File: src/rtl/seq_pkg.sv
// Shared types and helpers for the pico-MIPS multi-cycle execution sequencer.
package seq_pkg;

    typedef enum logic [2:0] {
        EXEC      = 3'd0,
        MULT_WAIT = 3'd1,
        IN_WAIT   = 3'd2,
        IN_WB     = 3'd3,
        OUT_WAIT  = 3'd4
    } seq_state_t;

    // Counter width able to hold n, never narrower than one bit.
    function automatic int SEQ_CNT_W(input int n);
        int w;
        w = $clog2(n + 1);
        return (w < 1) ? 1 : w;
    endfunction

endpackage

File: src/rtl/exec_sequencer.sv
// Multi-cycle execution controller: stalls the PC and gates register write-back
// while MULT waits on the multiplier or STIN/LOUT wait on their I/O handshake.
module exec_sequencer
    import seq_pkg::*;
#(
    parameter int MULT_CYCLES = 8,
    parameter int DATA_WIDTH  = 8
) (
    input  logic                  clk,
    input  logic                  n_reset,
    input  logic                  mult,
    input  logic                  read_in,
    input  logic                  write_out,
    input  logic                  reg_write,
    input  logic [DATA_WIDTH-1:0] reg_data,
    input  logic [DATA_WIDTH-1:0] in_data,
    input  logic                  in_valid,
    output logic                  in_ready,
    input  logic                  out_ready,
    output logic                  out_valid,
    output logic [DATA_WIDTH-1:0] out_data,
    output logic [DATA_WIDTH-1:0] in_word,
    output logic                  mult_start,
    output logic                  pc_en,
    output logic                  reg_we,
    output logic                  busy
);

    localparam int CNT_W = SEQ_CNT_W(MULT_CYCLES);

    seq_state_t            state_q, state_d;
    logic [CNT_W-1:0]      cnt_q, cnt_d;
    logic [DATA_WIDTH-1:0] in_word_q, in_word_d;
    logic [DATA_WIDTH-1:0] out_data_q, out_data_d;

    // State, multiplier countdown and captured I/O words.
    always_ff @(posedge clk or negedge n_reset) begin
        if (!n_reset) begin
            state_q    <= EXEC;
            cnt_q      <= {CNT_W{1'b0}};
            in_word_q  <= {DATA_WIDTH{1'b0}};
            out_data_q <= {DATA_WIDTH{1'b0}};
        end else begin
            state_q    <= state_d;
            cnt_q      <= cnt_d;
            in_word_q  <= in_word_d;
            out_data_q <= out_data_d;
        end
    end

    // Next state and outputs; in_ready/out_valid/busy depend on state only.
    always_comb begin
        state_d    = state_q;
        cnt_d      = cnt_q;
        in_word_d  = in_word_q;
        out_data_d = out_data_q;
        mult_start = 1'b0;
        pc_en      = 1'b0;
        reg_we     = 1'b0;
        in_ready   = 1'b0;
        out_valid  = 1'b0;
        busy       = 1'b1;
        case (state_q)
            EXEC: begin
                busy = 1'b0;
                if (mult) begin
                    mult_start = 1'b1;
                    cnt_d      = CNT_W'(MULT_CYCLES - 1);
                    state_d    = MULT_WAIT;
                end else if (read_in) begin
                    state_d = IN_WAIT;
                end else if (write_out) begin
                    out_data_d = reg_data;
                    state_d    = OUT_WAIT;
                end else begin
                    pc_en  = 1'b1;
                    reg_we = reg_write;
                end
            end
            // The counter only moves while non-zero, so it can never wrap.
            MULT_WAIT: begin
                if (cnt_q == {CNT_W{1'b0}}) begin
                    pc_en   = 1'b1;
                    reg_we  = 1'b1;
                    state_d = EXEC;
                end else begin
                    cnt_d = cnt_q - CNT_W'(1);
                end
            end
            IN_WAIT: begin
                in_ready = 1'b1;
                if (in_valid) begin
                    in_word_d = in_data;
                    state_d   = IN_WB;
                end else begin
                    state_d = IN_WAIT;
                end
            end
            IN_WB: begin
                pc_en   = 1'b1;
                reg_we  = 1'b1;
                state_d = EXEC;
            end
            OUT_WAIT: begin
                out_valid = 1'b1;
                if (out_ready) begin
                    pc_en   = 1'b1;
                    state_d = EXEC;
                end else begin
                    state_d = OUT_WAIT;
                end
            end
            default: begin
                state_d = EXEC;
            end
        endcase
    end

    assign out_data = out_data_q;
    assign in_word  = in_word_q;

endmodule

File: config.mk
export PLATFORM = sky130hd
export DESIGN_NAME = exec_sequencer
export DESIGN_NICKNAME = d
export VERILOG_FILES = /design/src/rtl/seq_pkg.sv /design/src/rtl/exec_sequencer.sv
export SDC_FILE = /design/constraint.sdc
export NUM_CORES = 1
export LEC_CHECK = 0
export BUFFER_PORTS_ARGS = -buffer_cell sky130_fd_sc_hd__buf_2
export CAP_MARGIN = 0
export CORE_MARGIN = 4
export CORE_UTILIZATION = 40
export DETAILED_ROUTE_END_ITERATION = 10
export GPL_ROUTABILITY_DRIVEN = 0
export PLACE_DENSITY = 0.75
export SLEW_MARGIN = 10
export SYNTH_ARGS = -nofsm -noshare
export SYNTH_HDL_FRONTEND = slang
export SYNTH_SLANG_ARGS = --single-unit
File: constraint.sdc
create_clock -name clk -period 5.2 [get_ports clk]
set_input_delay 0.78 -clock clk [delete_from_list [all_inputs] [get_ports clk]]
set_output_delay 0.78 -clock clk [all_outputs]
set_load 0.1 [all_outputs]
==> out/results.ini, run 1 <==
[floorplan]
die_y_um=60.0
floorplan.io_pins=46
die_x_um=60.0
design.core.area_um2=2520
placementRows=18
initial_standard_cell_utilization_of_the_core=0.430
dieArea_um2=3610

[cts]
cts_root_buffer=clkbuf_4
numClockSinks=23
cts_made_buffers=3
cts_repair_resize_count=0
clkLatencyLatePin_ns=0.29
hold_buffers=0
clockBufferDepth=2
post_cts.repair.setup_buffers=0
cts.htree.levels=1
tritoncts=yes
worst_setup_hold_path_clk_slew_ns=0.11

[logic_synthesis]
mappedNetlistNets=109
netlist_area_um2=1080
yosysUniqueCellTypes=30
syn-instance-count=84
synth.yosys.warnings=0
syn_avg_cell_area_um2=12.9
yosysSeqAreaShare=0.531
ys_ff_latch=23

[route]
final_antenna_net_count=0
detail_route.wirelength_um=2080
detailroute.via_count=787
first_pass_iters=4
drtIter0Drc=22
routedWlPerCell_um=13.1
via_per_inst=4.95
remaining_drc_errors=0

[timing]
slew_violations=0
slew_headroom=0.332
finalHoldViolCount=0
finalCritPeriodShare=0.629
setup-violations-final=0
fin_crit_ns=3.27
final.setup.tns_ns=0
clock-skew-final_ns=0.00324
rsz0062_at_grt=no
worst_slew_pin_slew_ns=0.989
max_freq_ghz=0.306

[flow_run]
max_cap_violations=0

[finish]
multi_input_comb_area_um2=454
seqCellArea_um2=576
insertedDiodeCount=0
layout.cell_area.non_filler_um2=1340
area.growth.synth_to_final_pct=23.8
final_common_cell=buf_2
nFillCells=237
final_layout_size_suffix_gt1_frac=0.543
post_layout_nonfiller_instances=159
final_core_util=0.532
layout_common_cells=45 x buf_2, 23 x dfrtp_1, 9 x mux2_2
nets=155

[status]
run_status=complete, no violations

[placed_design]
dp.final_hpwl_um=1640
dpl.cell_count=155
placed_area_um2=1320
buffer_ports.inserted=45

[global_routing]
overflow=0
grt.total_usage=0.119
global_route_wire_length_before_repair_um=3280
number_of_antenna_violations_at_the_first_check_in_global_routing=0
grt_max_degree=24
first_global_vias=752

[worst_hold_path]
worst_hold_path_type=input pin to asynchronous set/reset pin

[setup_path]
setup.worst_path.start_class=flop
crit_required_ns=4.42
setup.worst_path.class=flop to output pin
arrival_time_at_the_worst_endpoint_ns=2.49
critical_path.endpoint_type=output pin
critical_path_peak_fanout=11

==> flip-flops by register name (all words and copies together), names as in the netlist <==
name      flops
in_word       8
out_data      8
cnt_q         4
state_q       3
==> critical path: stages (launching register included) <==
cell     delay (ns)
dfrtp_1        0.51
or3_4          0.44
or4_2          0.56
o21ai_0        0.22
buf_2          0.47
==> per-stage QoR <==
stage / hold slack [ns] / setup slack, ns
2_1_floorplan: 0.484 / 0.258
3_3_place_gp: 0.484 / 2.26
3_5_place_dp: 0.491 / 2.16
4_1_cts: 0.436 / 1.94
5_1_grt: 0.435 / 1.91
6_report: 0.435 / 1.93
==> cells in the mapped netlist (all sizes together) <==
library cell  count  share of area
inv               6          0.021
clkbuf            1         0.0035
nor3              3          0.014
dfrtp            23           0.53
or3               1          0.010
a311oi            1         0.0081
o21ai             2         0.0092
a41oi             1         0.0081
and2              1         0.0058
mux2             17           0.20
nand4b            1         0.0081
a221o             1         0.0092
or4b              1          0.013
or4               1         0.0081
buf               3          0.025
or3b              2          0.016
a21oi             1         0.0046
nand2             3          0.010
nor3b             1         0.0069
ha                1          0.012
mux2i             1         0.0092
nor2              4          0.014
nor4b             1         0.0081
a21o              1         0.0069
nand3             3          0.014
nor2b             1         0.0058
nand4             1         0.0058
a211o             1         0.0081
==> layer usage <==
layer / track usage / wire, µm / up-vias
met2: 0.199 / 936 / 30
met5: 0 / 0 / -
met3: 0.0281 / 169 / 2
met4: 0.0316 / 10 / 0
met1: 0.155 / 963 / 366
li1: - / - / 389
==> final cells by class <==
type                       instances  area share
sequential                        23       0.429
multi-input combinational         51       0.339
timing repair buffer              45       0.168
tap                               30      0.0280
clock buffer                       4      0.0196
inverter                           6      0.0168
==> cells by family (layout without fill, tap and decap cells) <==
kind of cell             after synthesis  after routing  share of synthesized area
multiplexers                          18             18                      0.214
flip-flops                            23             23                      0.531
adder cells (fa/ha/maj)                1              1                     0.0115
buffers and inverters                 10             55                     0.0496
AND/OR/NAND/NOR                       24             24                      0.140
AO/OA/AOI/OAI                          8              8                     0.0543
==> final timing paths <==
path / cells after the start / to / slack [ns] / start
setup reg to reg: 3 / out_data[2] / 3.21 / state_q[0]
hold reg to reg: 1 / in_word[0] / 0.51 / in_word[0]
setup / recovery: 4 / reg_we / 1.93 / state_q[0]
max in group asynchronous: 1 / state_q[0] / 4.43 / n_reset
min in group clk: 1 / in_word[0] / 0.51 / in_word[0]
hold / removal: 1 / out_data[0] / 0.43 / n_reset
Power of run 1 is left out: the tool's default activity adds up to more than one toggle a clock period on the data nets, which glitch-free logic cannot reach.
==> run 2, diff against run 1 <==
Settings changed: PLACE_DENSITY 0.75 to 0.78.
Clock period 5.2 ns to 2.9 ns, I/O delays scaled along.
==> out/results.ini, run 2 (synthesis gave the netlist of run 1 again) <==
[status]
run_status=complete, no violations

[route]
detail_route.wirelength_um=2320
final_antenna_net_count=0
via_per_inst=5.16
first_pass_iters=4
detailroute.via_count=820
remaining_drc_errors=0
routedWlPerCell_um=14.6
drtIter0Drc=10

[global_routing]
groute.layer.met3.usage=0.0346
first_global_vias=831
grt_max_degree=24
global_route_wire_length_before_repair_um=3620
number_of_antenna_violations_at_the_first_check_in_global_routing=0
overflow=0
grt_util_met1=0.155
globalRouteMet2Util=0.228
global_route.peak_usage_layer=met2
grt.total_usage=0.135

[finish]
post_layout_nonfiller_instances=159
insertedDiodeCount=0
final_layout_size_suffix_gt1_frac=0.574
layout_common_cells=43 x buf_2, 23 x dfrtp_1, 9 x mux2_2
final_common_cell=buf_2
area.growth.synth_to_final_pct=25.8
layout.cell_area.non_filler_um2=1360
nets=155

[setup_path]
cp_slowest_cell=or4_2
critical_path_peak_fanout=11
setup.worst_path.start_class=flop
setup.worst_path.class=flop to output pin
crit_required_ns=2.47
critical_path.endpoint_type=output pin
timing.critical_path.slowest_cell_delay_ns=0.60
critical_path.top_delay_family=simple AND/OR/NAND/NOR gates
flop_to_flop_setup_slack_ns=0.86
worstPathCellList=or3_4 > or4_2 > o21ai_2 > buf_4
path_buf_inv=1
arrival_time_at_the_worst_endpoint_ns=2.34

[floorplan]
floorplan.io_pins=46
dieArea_um2=3610
die_x_um=60.0
initial_standard_cell_utilization_of_the_core=0.430
die_y_um=60.0
placementRows=18
design.core.area_um2=2520

[timing]
worst_slew_pin_slew_ns=0.538
rsz0062_at_grt=no
finalHoldViolCount=0
slew_violations=0
final.setup.tns_ns=0
fin_crit_ns=2.78
slew_headroom=0.640
max_freq_ghz=0.360
clock-skew-final_ns=0.00308
setup-violations-final=0
finalCritPeriodShare=0.957

[cts]
tritoncts=yes
cts_root_buffer=clkbuf_4
numClockSinks=23
worst_setup_hold_path_clk_slew_ns=0.12
cts.htree.levels=1
cts_made_buffers=3
clkLatencyLatePin_ns=0.30
clockBufferDepth=2

[placed_design]
dpl.cell_count=155
placed_area_um2=1330
buffer_ports.inserted=45
dp.final_hpwl_um=1740

[flow_run]
max_cap_violations=0

[worst_hold_path]
worst_hold_path_type=input pin to asynchronous set/reset pin

## run 2: timing repair
item                       in CTS  in global routing
setup buffers                   0                  0
gates resized for setup         1                  1
setup endpoints to repair       1                  1
hold buffers                    0                  0
## run 2: worst reg2reg max path, delay by kind of cell (launching register included)
family / cells / cell delay (ns)
muxes: 1 / 0.34
DFF: 1 / 0.53
and+or+nand+nor: 2 / 1.07
## run 2: worst paths after layout
check,from,cells past startpoint,to
setup / recovery,state_q[0],4,reg_we
hold / removal,n_reset,1,out_data[5]
setup reg to reg,state_q[0],3,out_data[2]
hold reg to reg,in_word[7],1,in_word[7]
max in group asynchronous,n_reset,1,cnt_q[0]
min in group clk,out_ready,2,state_q[2]
## run 2: area by class of cell
class | count | area [µm²]
sequential | 23 | 576
fill | 226 | 1160
clock inverter | 1 | 5.00
tap | 30 | 37.5
inverter | 6 | 22.5
timing repair buffer | 45 | 230
multi-input combinational | 51 | 469
clock buffer | 3 | 22.5
## run 2: metal layers
metal | vias to the layer above | routed length, µm
met5 | - | 0
met4 | 0 | 41
met3 | 6 | 191
met2 | 35 | 1130
met1 | 389 | 956
li1 | 390 | -
## run 2: per-stage QoR
stage	util	hold WS [ns]	setup slack (ns)
after floorplan	-	0.139	-0.135
after global placement	0.527	0.426	0.429
after detailed placement	0.527	0.436	0.358
after CTS	0.539	0.0787	0.0407
after global routing	0.540	0.0829	0.0431
final	0.540	0.0767	0.125
Power of run 2 is left out for the same reason.
==> run 3, diff against run 2 <==
Settings changed: PLACE_DENSITY 0.78 to 0.75.
Clock period 2.9 ns to 3.27 ns, I/O delays scaled along.
==> out/results.ini, run 3 (synthesis gave the netlist of run 1 again) <==
[cts]
cts_made_buffers=3
cts_repair_resize_count=0
numClockSinks=23
clkLatencyLatePin_ns=0.31
worst_setup_hold_path_clk_slew_ns=0.13
cts.htree.levels=1
post_cts.repair.setup_buffers=0
hold_buffers=0
cts_root_buffer=clkbuf_4
clockBufferDepth=2
tritoncts=yes

[setup_path]
crit_required_ns=2.78
cp-endpoint=reg_we
setup.worst_path.start_class=flop
critical_path.endpoint_type=output pin
worstSetupStartpoint=state_q[0]
flop_to_flop_setup_slack_ns=1.27
worst_r2r_endpoint=out_data[2]
rr_worst_depth=3
arrival_time_at_the_worst_endpoint_ns=2.42
setup.worst_path.class=flop to output pin
timing.rr.start=state_q[0]
critical_path_peak_fanout=11

[route]
routedWlPerCell_um=13.8
drtIter0Drc=41
detail_route.wirelength_um=2190
via_per_inst=5.14
final_antenna_net_count=0
first_pass_iters=4
detailroute.via_count=817
remaining_drc_errors=0

[timing]
clock-skew-final_ns=0.00742
slew_headroom=0.656
finalCritPeriodShare=0.889
worst_slew_pin_slew_ns=0.514
fin_crit_ns=2.91
rsz0062_at_grt=no
final.setup.tns_ns=0
slew_violations=0
setup-violations-final=0
max_freq_ghz=0.344
finalHoldViolCount=0

[global_routing]
global_route_wire_length_before_repair_um=3680
grt.total_usage=0.135
overflow=0
number_of_antenna_violations_at_the_first_check_in_global_routing=0
first_global_vias=825
grt_max_degree=24

[floorplan]
die_x_um=60.0
design.core.area_um2=2520
placementRows=18
initial_standard_cell_utilization_of_the_core=0.430
floorplan.io_pins=46
dieArea_um2=3610
die_y_um=60.0

[finish]
insertedDiodeCount=0
final_core_util=0.538
nets=155
final_common_cell=buf_2
layout_common_cells=45 x buf_2, 23 x dfrtp_1, 9 x mux2_2
nFillCells=239
final_layout_size_suffix_gt1_frac=0.574
area.growth.synth_to_final_pct=25.3

[worst_hold_path]
worst_hold_path_type=input pin to asynchronous set/reset pin

[placed_design]
buffer_ports.inserted=45
dp.final_hpwl_um=1740

[status]
run_status=complete, no violations

[flow_run]
max_cap_violations=0

==> run 3: cell count changes in the layout (fill, tap and decap cells not counted) <==
cell / before / now
buf_2: 43 / 45
buf_4: 1 / 0
clkbuf_4: 4 / 3
==> run 3: worst min-delay path by stage <==
stage,from,to,slack (ns),depth (start not counted)
CTS,n_reset,out_data[6],0.14,1
global route,n_reset,out_data[7],0.15,1
finish,n_reset,out_data[6],0.12,1
detailed placement,n_reset,out_data[6],0.49,1
floorplan,n_reset,cnt_q[0],0.19,0
global placement,n_reset,out_data[6],0.48,1
==> run 3: worst max-delay path, stage by stage (launching register included) <==
cell	delay, ns
dfrtp_1	0.52
or3_4	0.44
or4_2	0.58
o21ai_2	0.14
buf_2	0.43
==> run 3: area by class of cell <==
cell class	instances	area (µm²)	area share
Clock inverter	1	5.00	0.00369
Inverter	6	22.5	0.0166
Tap cell	30	37.5	0.0276
Multi-Input combinational cell	51	469	0.346
Sequential cell	23	576	0.424
Timing Repair Buffer	45	225	0.166
Clock buffer	3	22.5	0.0166
==> run 3: metal layers <==
metal,wire length [µm],vias up,global-route usage,part of all wire
li1,-,390,-,-
met1,906,386,0.174,0.41
met2,1030,39,0.222,0.47
met3,249,2,0.0497,0.11
met4,4,0,0.0190,0.0018
met5,0,-,0,0
==> run 3: through the flow <==
step / worst slack (ns) / hold WS (ns) / instances / instance area, µm²
after floorplan: 0.235 / 0.195 / 84 / 1100
after global placement: 0.739 / 0.482 / 155 / 1330
after detailed placement: 0.709 / 0.490 / 155 / 1330
after CTS: 0.358 / 0.135 / 159 / 1360
after global routing: 0.237 / 0.149 / 159 / 1360
final: 0.362 / 0.124 / 159 / 1360
Power of run 3 is left out for the same reason.
